**config.mk**
```make
export PLATFORM = sky130hd
export DESIGN_NAME = fetch_unit
export DESIGN_NICKNAME = d
export VERILOG_FILES = /design/src/rtl/xentry_types_pkg.sv /design/src/rtl/fetch_queue.sv /design/src/rtl/fetch_unit.sv
export SDC_FILE = /design/constraint.sdc
export NUM_CORES = 1
export LEC_CHECK = 0
export CAP_MARGIN = 5
export CELL_PAD_IN_SITES_DETAIL_PLACEMENT = 2
export CELL_PAD_IN_SITES_GLOBAL_PLACEMENT = 2
export CORE_MARGIN = 5
export CORE_UTILIZATION = 40
export DETAILED_ROUTE_END_ITERATION = 8
export PLACE_DENSITY_LB_ADDON = 0.1
export SETUP_SLACK_MARGIN = 0.02
export SYNTH_ARGS = -nofsm -noshare
export SYNTH_HDL_FRONTEND = slang
export SYNTH_SLANG_ARGS = --single-unit
```
**constraint.sdc**
```tcl
create_clock -name clk -period 3.4 [get_ports clk]
set_clock_uncertainty 0.15 [all_clocks]
set_input_delay 0.68 -clock clk [delete_from_list [all_inputs] [get_ports clk]]
set_output_delay 0.68 -clock clk [all_outputs]
set_load 0.02 [all_outputs]
```
**src/rtl/xentry_types_pkg.sv**
```systemverilog
// Shared types for the front end: memory operation codes, fetch FSM states
// and instruction size.
package xentry_types;

    typedef enum logic [1:0] {
        LOAD  = 2'b00,
        STORE = 2'b01
    } memory_operation_e;

    typedef enum logic [1:0] {
        FETCH_IDLE,
        FETCH_REQ,
        FETCH_STALE
    } fetch_state_e;

    localparam int unsigned INSTR_BYTES = 4;

endpackage

```
**src/rtl/fetch_queue.sv**
```systemverilog
// Synchronous FIFO of packed {instr, pc} entries with a single-cycle flush.
// The head entry is presented combinationally from storage.
module fetch_queue #(
    parameter int unsigned DEPTH = 4,
    parameter int unsigned WIDTH = 64,
    localparam int unsigned AW = $clog2(DEPTH),
    localparam int unsigned CW = $clog2(DEPTH) + 1
) (
    input  logic             clk,
    input  logic             reset,
    input  logic             flush,
    input  logic             push,
    input  logic [WIDTH-1:0] push_data,
    input  logic             pop,
    output logic [WIDTH-1:0] head_data,
    output logic [CW-1:0]    count,
    output logic             full,
    output logic             empty
);

    logic [WIDTH-1:0] mem [DEPTH];
    logic [AW-1:0]    rd_ptr;
    logic [AW-1:0]    wr_ptr;
    logic             do_push;
    logic             do_pop;

    assign full      = (count == CW'(DEPTH));
    assign empty     = (count == '0);
    assign do_push   = push && !full;
    assign do_pop    = pop && !empty;
    assign head_data = mem[rd_ptr];

    always_ff @(posedge clk or negedge reset) begin
        if (!reset) begin
            for (int unsigned i = 0; i < DEPTH; i++) begin
                mem[i] <= '0;
            end
            rd_ptr <= '0;
            wr_ptr <= '0;
            count  <= '0;
        end else if (flush) begin
            rd_ptr <= '0;
            wr_ptr <= '0;
            count  <= '0;
        end else begin
            if (do_push) begin
                mem[wr_ptr] <= push_data;
                wr_ptr      <= wr_ptr + AW'(1);
            end
            if (do_pop) begin
                rd_ptr <= rd_ptr + AW'(1);
            end
            count <= count + CW'(do_push) - CW'(do_pop);
        end
    end

endmodule

```
**src/rtl/fetch_unit.sv**
```systemverilog
// Instruction-fetch stage: owns the PC, drives the icache request handshake
// and buffers returned words for decode, honouring redirects.
module fetch_unit
    import xentry_types::*;
#(
    parameter int unsigned     XLEN        = 32,
    parameter logic [XLEN-1:0] RESET_PC    = 32'h0000_0000,
    parameter int unsigned     QUEUE_DEPTH = 4
) (
    input  logic              clk,
    input  logic              reset,
    input  logic              redirect_valid,
    input  logic [XLEN-1:0]   redirect_pc,
    output logic              dec_valid,
    input  logic              dec_ready,
    output logic [XLEN-1:0]   dec_instr,
    output logic [XLEN-1:0]   dec_pc,
    output logic [XLEN-1:0]   pipe_req_address,
    output memory_operation_e pipe_req_type,
    output logic              pipe_req_valid,
    input  logic [XLEN-1:0]   pipe_fetched_word,
    input  logic              pipe_req_fulfilled
);

    localparam int unsigned     CW         = $clog2(QUEUE_DEPTH) + 1;
    localparam logic [CW-1:0]   DEPTH_C    = CW'(QUEUE_DEPTH);
    localparam logic [XLEN-1:0] INSTR_STEP = XLEN'(INSTR_BYTES);

    fetch_state_e    state;
    fetch_state_e    state_next;
    logic [XLEN-1:0] pc;
    logic [XLEN-1:0] pc_next;
    logic [XLEN-1:0] hold_addr;
    logic [XLEN-1:0] redirect_target;
    logic [CW-1:0]   q_count;
    logic [CW-1:0]   occ_next;
    logic            q_full;
    logic            q_empty;
    logic            enq;
    logic            deq;
    logic            credit;

    assign redirect_target = redirect_pc & ~XLEN'(3);

    // Words returned in the same cycle as a redirect, or while STALE, are dropped.
    assign enq      = (state == FETCH_REQ) && pipe_req_fulfilled && !redirect_valid;
    assign deq      = dec_valid && dec_ready && !redirect_valid;
    assign occ_next = q_count + CW'(enq) - CW'(deq);
    assign credit   = (occ_next < DEPTH_C);

    always_comb begin
        state_next = state;
        pc_next    = pc;
        case (state)
            FETCH_IDLE: begin
                if (redirect_valid) begin
                    state_next = FETCH_REQ;
                    pc_next    = redirect_target;
                end else if (!q_full || deq) begin
                    state_next = FETCH_REQ;
                end
            end
            FETCH_REQ: begin
                if (redirect_valid) begin
                    pc_next    = redirect_target;
                    state_next = pipe_req_fulfilled ? FETCH_REQ : FETCH_STALE;
                end else if (pipe_req_fulfilled) begin
                    pc_next    = pc + INSTR_STEP;
                    state_next = credit ? FETCH_REQ : FETCH_IDLE;
                end
            end
            FETCH_STALE: begin
                if (redirect_valid) begin
                    pc_next = redirect_target;
                end
                if (pipe_req_fulfilled) begin
                    state_next = FETCH_REQ;
                end
            end
            default: state_next = FETCH_IDLE;
        endcase
    end

    // pc already holds the redirect target while STALE; hold_addr keeps the
    // outstanding request's address stable until icache completes it.
    always_ff @(posedge clk or negedge reset) begin
        if (!reset) begin
            state     <= FETCH_IDLE;
            pc        <= RESET_PC;
            hold_addr <= RESET_PC;
        end else begin
            state <= state_next;
            pc    <= pc_next;
            if (state == FETCH_REQ && redirect_valid && !pipe_req_fulfilled) begin
                hold_addr <= pc;
            end
        end
    end

    assign pipe_req_valid   = (state != FETCH_IDLE);
    assign pipe_req_address = (state == FETCH_STALE) ? hold_addr : pc;
    assign pipe_req_type    = LOAD;

    fetch_queue #(
        .DEPTH (QUEUE_DEPTH),
        .WIDTH (2 * XLEN)
    ) u_queue (
        .clk       (clk),
        .reset     (reset),
        .flush     (redirect_valid),
        .push      (enq),
        .push_data ({pipe_fetched_word, pc}),
        .pop       (deq),
        .head_data ({dec_instr, dec_pc}),
        .count     (q_count),
        .full      (q_full),
        .empty     (q_empty)
    );

    assign dec_valid = !q_empty;

endmodule

```
==> reports/results.txt, run 1 <==
status: complete, no violations
clock share of power: 0.242
CTS Buf Count: 39
RSZ-0062 raised after global routing: yes
Net Sw Frac: 0.344
DRC violations left: 0
hold-critical path depth: 1
Comb pwr share: 0.397
Synth Cell Area: 15200 sq um
cell chain of the critical path: buf_16 > mux4_2 > clkdlybuf4s50_1
Critical Path RT: 2.57 ns
Rows: 71
Synth async-reset ratio: 1.00
Final ANT Viol Nets: 0
Slew headroom: 0.550
Post-Syn Area per Cell: 14.3 sq um
overall power: 17.7 mW
global-route wire length before repair: 65.9 mm
CP Capture Type: output pin
Worst Path Class, Setup: reg2out
GP Congestion: 0.727
Ports: 169
type of origin of the critical path: flop
reg-to-reg endpoint: state[0]
root buf cell: clkbuf_16
TNS Setup: 0 ns
Post-synth EDFFs: 0
period utilization: 0.971
Gate Count Post-Synth: 1056
Peak Freq: 303 MHz
drt first-iter violations: 284
via count: 9584
WL/cell: 23.6 um
Most used DFF post-synth: dfrtp_1
Core Box Area: 37500 sq um
critical path fanouts, max: 34
antenna violations before repair: 0
largest net degree at the start of global routing: 69
hold crit path type: reg2reg
switching power: 6.07 mW
number of port buffers: 160
R2R depth: 9
drt pass-1 iters: 4
synthesis-stage register bit count: 317
htree depth: 2
vias per cell: 5.50
fin crit period: 3.30 ns
Area Growth Syn to Fin: 23.2%
hpwl dp: 26.9 mm
Worst EP arrival: 2.47 ns
Int Pwr: 11.6 mW
CTS tree: built
HP Start: u_queue.mem[73]
Ys Warns: 0
number of global-route vias before repair: 11.0k
Yosys cell types: 65
Worst Hold End: u_queue.mem[73]
proportion of power drawn by flip-flops and latches: 0.361
# fillers: 3525
Reg2Reg Setup Slack: 0.65 ns
GRT overflow: 0
leakage: 8.05 nW
max cap viols: 0
Max clock buf depth: 3
GRT Total Usage: 0.200
clk sink count: 317
Die Ht: 205 um
CP max stage cell: mux4_2
worst slew pin tran: 0.668 ns
antenna diode count: 0
sequential area share after synthesis: 0.524
clock slew at reported path FFs: 0.06 ns
wirelength, routed: 41.1 mm
Reg-to-Reg Start: u_queue.count[1]
Peak supply drop: 0.548 mV
setup violators final: 0
Initial Utilization: 0.404
final hold violation count: 0
Layout Nets: 1283
Critical Path Max Stage Delay: 0.58 ns
PD cells: 946 nW/um^2
layout cells sized above 1: 0.388
clk_lat worst skew: 0.54 ns
DIE WIDTH: 205 um
max-slew violation count: 0
die area: 41900 sq um
## cells in the final DEF (no fill, tap or decap), types with 3 or more instances in the layout
cell	n
nor2_1	28
mux4_2	62
dfrtp_1	314
a41oi_1	3
buf_4	30
a2bb2oi_1	4
a31oi_1	4
nand4_1	18
nor4_1	9
o211ai_1	5
nand3b_1	7
or4_1	4
nand3_1	22
clkbuf_1	6
mux2_1	22
clkinv_2	7
a21oi_1	21
buf_12	13
a32oi_1	10
mux2_2	285
and3_1	5
nand2_4	4
and4_1	4
inv_1	12
conb_1	6
o22a_1	3
clkdlybuf4s50_1	159
clkinvlp_4	3
o21ai_0	13
bufinv_16	3
clkbuf_16	41
nand2_1	24
clkbuf_8	9
nor3_1	7
xor2_1	3
a311oi_1	5
ha_1	9
## repair_timing
action,CTS,global route
endpoints found under the setup margin,1,33
hold buffers,1,0
resized for setup,1,2
endpoints found under the hold margin,49,0
setup buffers,0,0
## stage by stage
step                utilization  instance area (sq um)  instances  setup WS, ns  hold slack, ns
floorplan                     -                  15200       1061         0.632           0.234
global placement          0.462                  17300       1673         0.157           0.319
detailed placement        0.462                  17300       1673         0.133           0.330
CTS                       0.498                  18700       1744        0.0275           0.344
global route              0.498                  18700       1744       0.00218           0.356
finish                    0.498                  18700       1744        0.0970           0.340
## worst max-delay path, delay by kind of cell, from the launching register on
family                 cells  cell delay [ns]
buffers and inverters      2             0.85
muxes                      1             0.58
DFF                        1             0.47
## power by group through the flow
stage / clock network (mW) / registers [mW] / logic (mW)
after global routing: 4.58 / 6.57 / 7.54
after detailed placement: 0 / 6.44 / 7.11
after global placement: 0 / 6.34 / 6.95
after CTS: 4.43 / 6.39 / 7.17
final: 4.27 / 6.38 / 7.02
after floorplan: 0 / 5.70 / 4.83
## how the worst max path moves through the flow
stage	startpoint	end	cells past startpoint
6_report	u_queue.rd_ptr[0]	dec_pc[28]	3
5_1_grt	u_queue.rd_ptr[0]	dec_pc[28]	3
3_5_place_dp	redirect_valid	u_queue.mem[63]	6
3_3_place_gp	redirect_valid	u_queue.mem[63]	6
4_1_cts	state[1]	pipe_req_address[2]	4
2_1_floorplan	redirect_valid	state[0]	9
## cell families after synthesis
family	synth area share
fa+ha+maj	0.00875
other cells	0.000247
flops	0.524
simple gates	0.0572
buf+inv	0.0461
compound gates	0.0415
xor+xnor	0.00231
mux	0.320
## routing by layer
metal,track usage,part of all wire,vias up,wire [um]
li1,-,-,4219,-
met1,0.272,0.44,5167,18200
met4,0.0536,0.020,0,803
met2,0.341,0.50,149,20700
met5,0,0,-,0
met3,0.0280,0.035,49,1440
## flip-flops by register name, indices dropped and copies added, names as in the netlist
| name | count |
|---|---|
| hold_addr | 30 |
| pc | 30 |
| u_queue.rd_ptr | 2 |
| u_queue.count | 3 |
| u_queue.mem | 248 |
| state | 2 |
| u_queue.wr_ptr | 2 |
## Yosys cell counts, types with 5 or more instances
cell type,count,area (sq um)
mux2_1,22,248
nor2_1,29,109
buf_2,20,100
dfrtp_1,317,7930
nor4_1,9,56.3
a21oi_1,21,105
clkbuf_1,43,161
and3_1,5,31.3
nand3_1,22,110
buf_6,24,270
nand3b_1,7,52.6
mux4_2,62,1400
ha_1,9,113
mux2_2,285,3210
o21ai_0,13,65.1
nand4_1,18,113
nor3_1,7,35.0
a32oi_1,10,87.6
nand2_1,24,90.1
buf_4,12,90.1
o211ai_1,5,37.5
a311oi_1,5,43.8
inv_1,12,45.0
## layout make-up
| class | instances | area, sq um | share of cell area |
|---|---|---|---|
| Sequential cell | 317 | 7940 | 0.425 |
| Timing Repair Buffer | 206 | 2160 | 0.116 |
| Clock buffer | 56 | 1170 | 0.0628 |
| Inverter | 12 | 45.0 | 0.00241 |
| Clock inverter | 14 | 159 | 0.00851 |
| Multi-Input combinational cell | 628 | 6560 | 0.351 |
| Tap cell | 511 | 639 | 0.0342 |
(Power assumes the default switching activity.)
==> run 2: changes to the inputs <==
Clock period 3.4 ns to 3.7 ns, I/O delays scaled along.
==> reports/results.txt, run 2 (synthesis results as in run 1) <==
switching power: 5.53 mW (was 6.07 mW)
CTS Buf Count: 38 (was 39)
proportion of power drawn by flip-flops and latches: 0.367 (was 0.361)
Peak supply drop: 0.455 mV (was 0.548 mV)
CP Launch Point: u_queue.rd_ptr[0] (unchanged)
Largest regs: u_queue.mem: 248 flops, hold_addr: 30 flops, pc: 30 flops (unchanged)
Layout Nets: 1272 (was 1283)
Max Used Layer: met4 (unchanged)
PD cells: 868 nW/um^2 (was 946 nW/um^2)
CTS tree: built (unchanged)
Peak Freq: 289 MHz
commonest cells after routing, fill and taps aside: dfrtp_1, mux2_2, clkdlybuf4s50_1 (unchanged)
clock slew at reported path FFs: 0.06 ns (about the same)
antenna violations before repair: 0 (unchanged)
drt first-iter violations: 303 (was 284)
leakage: 7.97 nW (was 8.05 nW)
Rows: 71 (unchanged)
Int Pwr: 10.6 mW (was 11.6 mW)
clk sink count: 317 (unchanged)
hold_ws: 0.163 ns (was 0.340 ns)
Area Growth Syn to Fin: 22.3% (was 23.2%)
status: complete, no violations (unchanged)
vias per cell: 5.49 (was 5.50)
hold-fix buffer count after cts: 0 (was 1)
hold crit path type: in2async (was reg2reg)
Initial Utilization: 0.404 (unchanged)
htree depth: 2 (unchanged)
type of origin of the critical path: flop (unchanged)
R2R depth: 9 (unchanged)
Ports: 169 (unchanged)
wirelength, routed: 41.2 mm (was 41.1 mm)
TNS Setup: 0 ns (unchanged)
Critical Path RT: 2.81 ns (was 2.57 ns)
number of global-route vias before repair: 10.9k (was 11.0k)
max cap viols: 0 (unchanged)
fin crit period: 3.46 ns
global-route wire length before repair: 65.9 mm (about the same)
Worst EP arrival: 2.57 ns (was 2.47 ns)
clock share of power: 0.237 (was 0.242)
DIE WIDTH: 205 um (unchanged)
largest net degree at the start of global routing: 114 (was 69)
max-slew violation count: 0 (unchanged)
Reg2Reg Setup Slack: 0.95 ns (was 0.65 ns)
DRT met1 WL: 18.5 mm (was 18.2 mm)
Reg-to-Reg Start: u_queue.count[1] (unchanged)
met2 wire length: 20.8 mm (was 20.7 mm)
leading cell type in the layout, fill and taps excluded: dfrtp_1 (unchanged)
Slew headroom: 0.368 (was 0.550)
GRT Total Usage: 0.199 (was 0.200)
Final ANT Viol Nets: 0 (unchanged)
Met3 Wirelength: 1.27 mm (was 1.44 mm)
number of port buffers: 160 (unchanged)
Final Worst Setup Slack: 0.235 ns (was 0.0970 ns)
root buf cell: clkbuf_16 (unchanged)
CP Capture Type: output pin (unchanged)
Worst Path Class, Setup: reg2out (unchanged)
post-cts repair resize count: 0 (was 1)
setup violators final: 0 (unchanged)
Net Sw Frac: 0.344 (about the same)
Post-CTS Setup Inserts: 0 (unchanged)
Core Box Area: 37500 sq um (unchanged)
worst slew pin tran: 0.949 ns (was 0.668 ns)
reg-to-reg endpoint: state[0] (unchanged)
GRT overflow: 0 (unchanged)
die area: 41900 sq um (unchanged)
RSZ-0062 raised after global routing: no (was yes)
Die Ht: 205 um (unchanged)
final hold violation count: 0 (unchanged)
antenna diode count: 0 (unchanged)
DRC violations left: 0 (unchanged)
period utilization: 0.936
Top reg by flops: u_queue.mem (unchanged)
layout cells sized above 1: 0.377 (was 0.388)
WL/cell: 23.8 um (was 23.6 um)
Post-Place Setup Slack: 0.370 ns (was 0.133 ns)
clk_lat worst skew: 0.52 ns (was 0.54 ns)
drt pass-1 iters: 4 (unchanged)
hpwl dp: 26.6 mm (was 26.9 mm)
GP Congestion: 0.750 (was 0.727)
via count: 9499 (was 9584)
Max clock buf depth: 3 (unchanged)
max reg flops: 248 (unchanged)
critical path fanouts, max: 23 (was 34)
Comb pwr share: 0.396 (was 0.397)
-- run 2: final cells by class --
class / count / area [sq um]
clock buffers: 59 / 1160
clock inverters: 8 / 118
fillers: 3532 / 19000
inverters: 12 / 45.0
multi-input cells: 628 / 6560
flip-flops and latches: 317 / 7940
well taps: 511 / 639
repair buffers: 196 / 2060
-- run 2: worst max path at each step --
stage                     endpoint  slack, ns  cells after the start
3_3_place_gp       u_queue.mem[28]       0.40                      6
4_1_cts                 dec_pc[28]       0.15                      3
5_1_grt        pipe_req_address[2]       0.11                      4
3_5_place_dp       u_queue.mem[23]       0.37                      6
6_report                dec_pc[19]       0.24                      3
2_1_floorplan             state[0]       0.87                      9
-- run 2: per-stage QoR --
step	instances	util	power, mW	cell area [sq um]
6_report	1731	0.494	16.1	18500
5_1_grt	1731	0.494	17.0	18500
4_1_cts	1731	0.494	16.4	18500
3_5_place_dp	1664	0.460	12.4	17200
3_3_place_gp	1664	0.460	12.2	17200
2_1_floorplan	1061	-	9.67	15200
-- run 2: critical path, stage by stage, from the launching register on --
cell	delay [ns]
dfrtp_4	0.42
buf_4	0.44
mux4_2	0.62
clkdlybuf4s50_1	0.57
-- run 2: power groups by stage --
| stage | combinational (mW) | clock (mW) | sequential [mW] |
|---|---|---|---|
| final | 6.37 | 3.82 | 5.90 |
| after global routing | 6.84 | 4.09 | 6.09 |
| after CTS | 6.51 | 3.94 | 5.92 |
| after detailed placement | 6.45 | 0 | 5.96 |
| after global placement | 6.31 | 0 | 5.86 |
| after floorplan | 4.44 | 0 | 5.23 |
-- run 2: layer usage --
| layer | GRT usage | vias up |
|---|---|---|
| met3 | 0.0277 | 52 |
| met2 | 0.341 | 141 |
| li1 | - | 4192 |
| met1 | 0.273 | 5114 |
| met4 | 0.0424 | 0 |
| met5 | 0 | - |
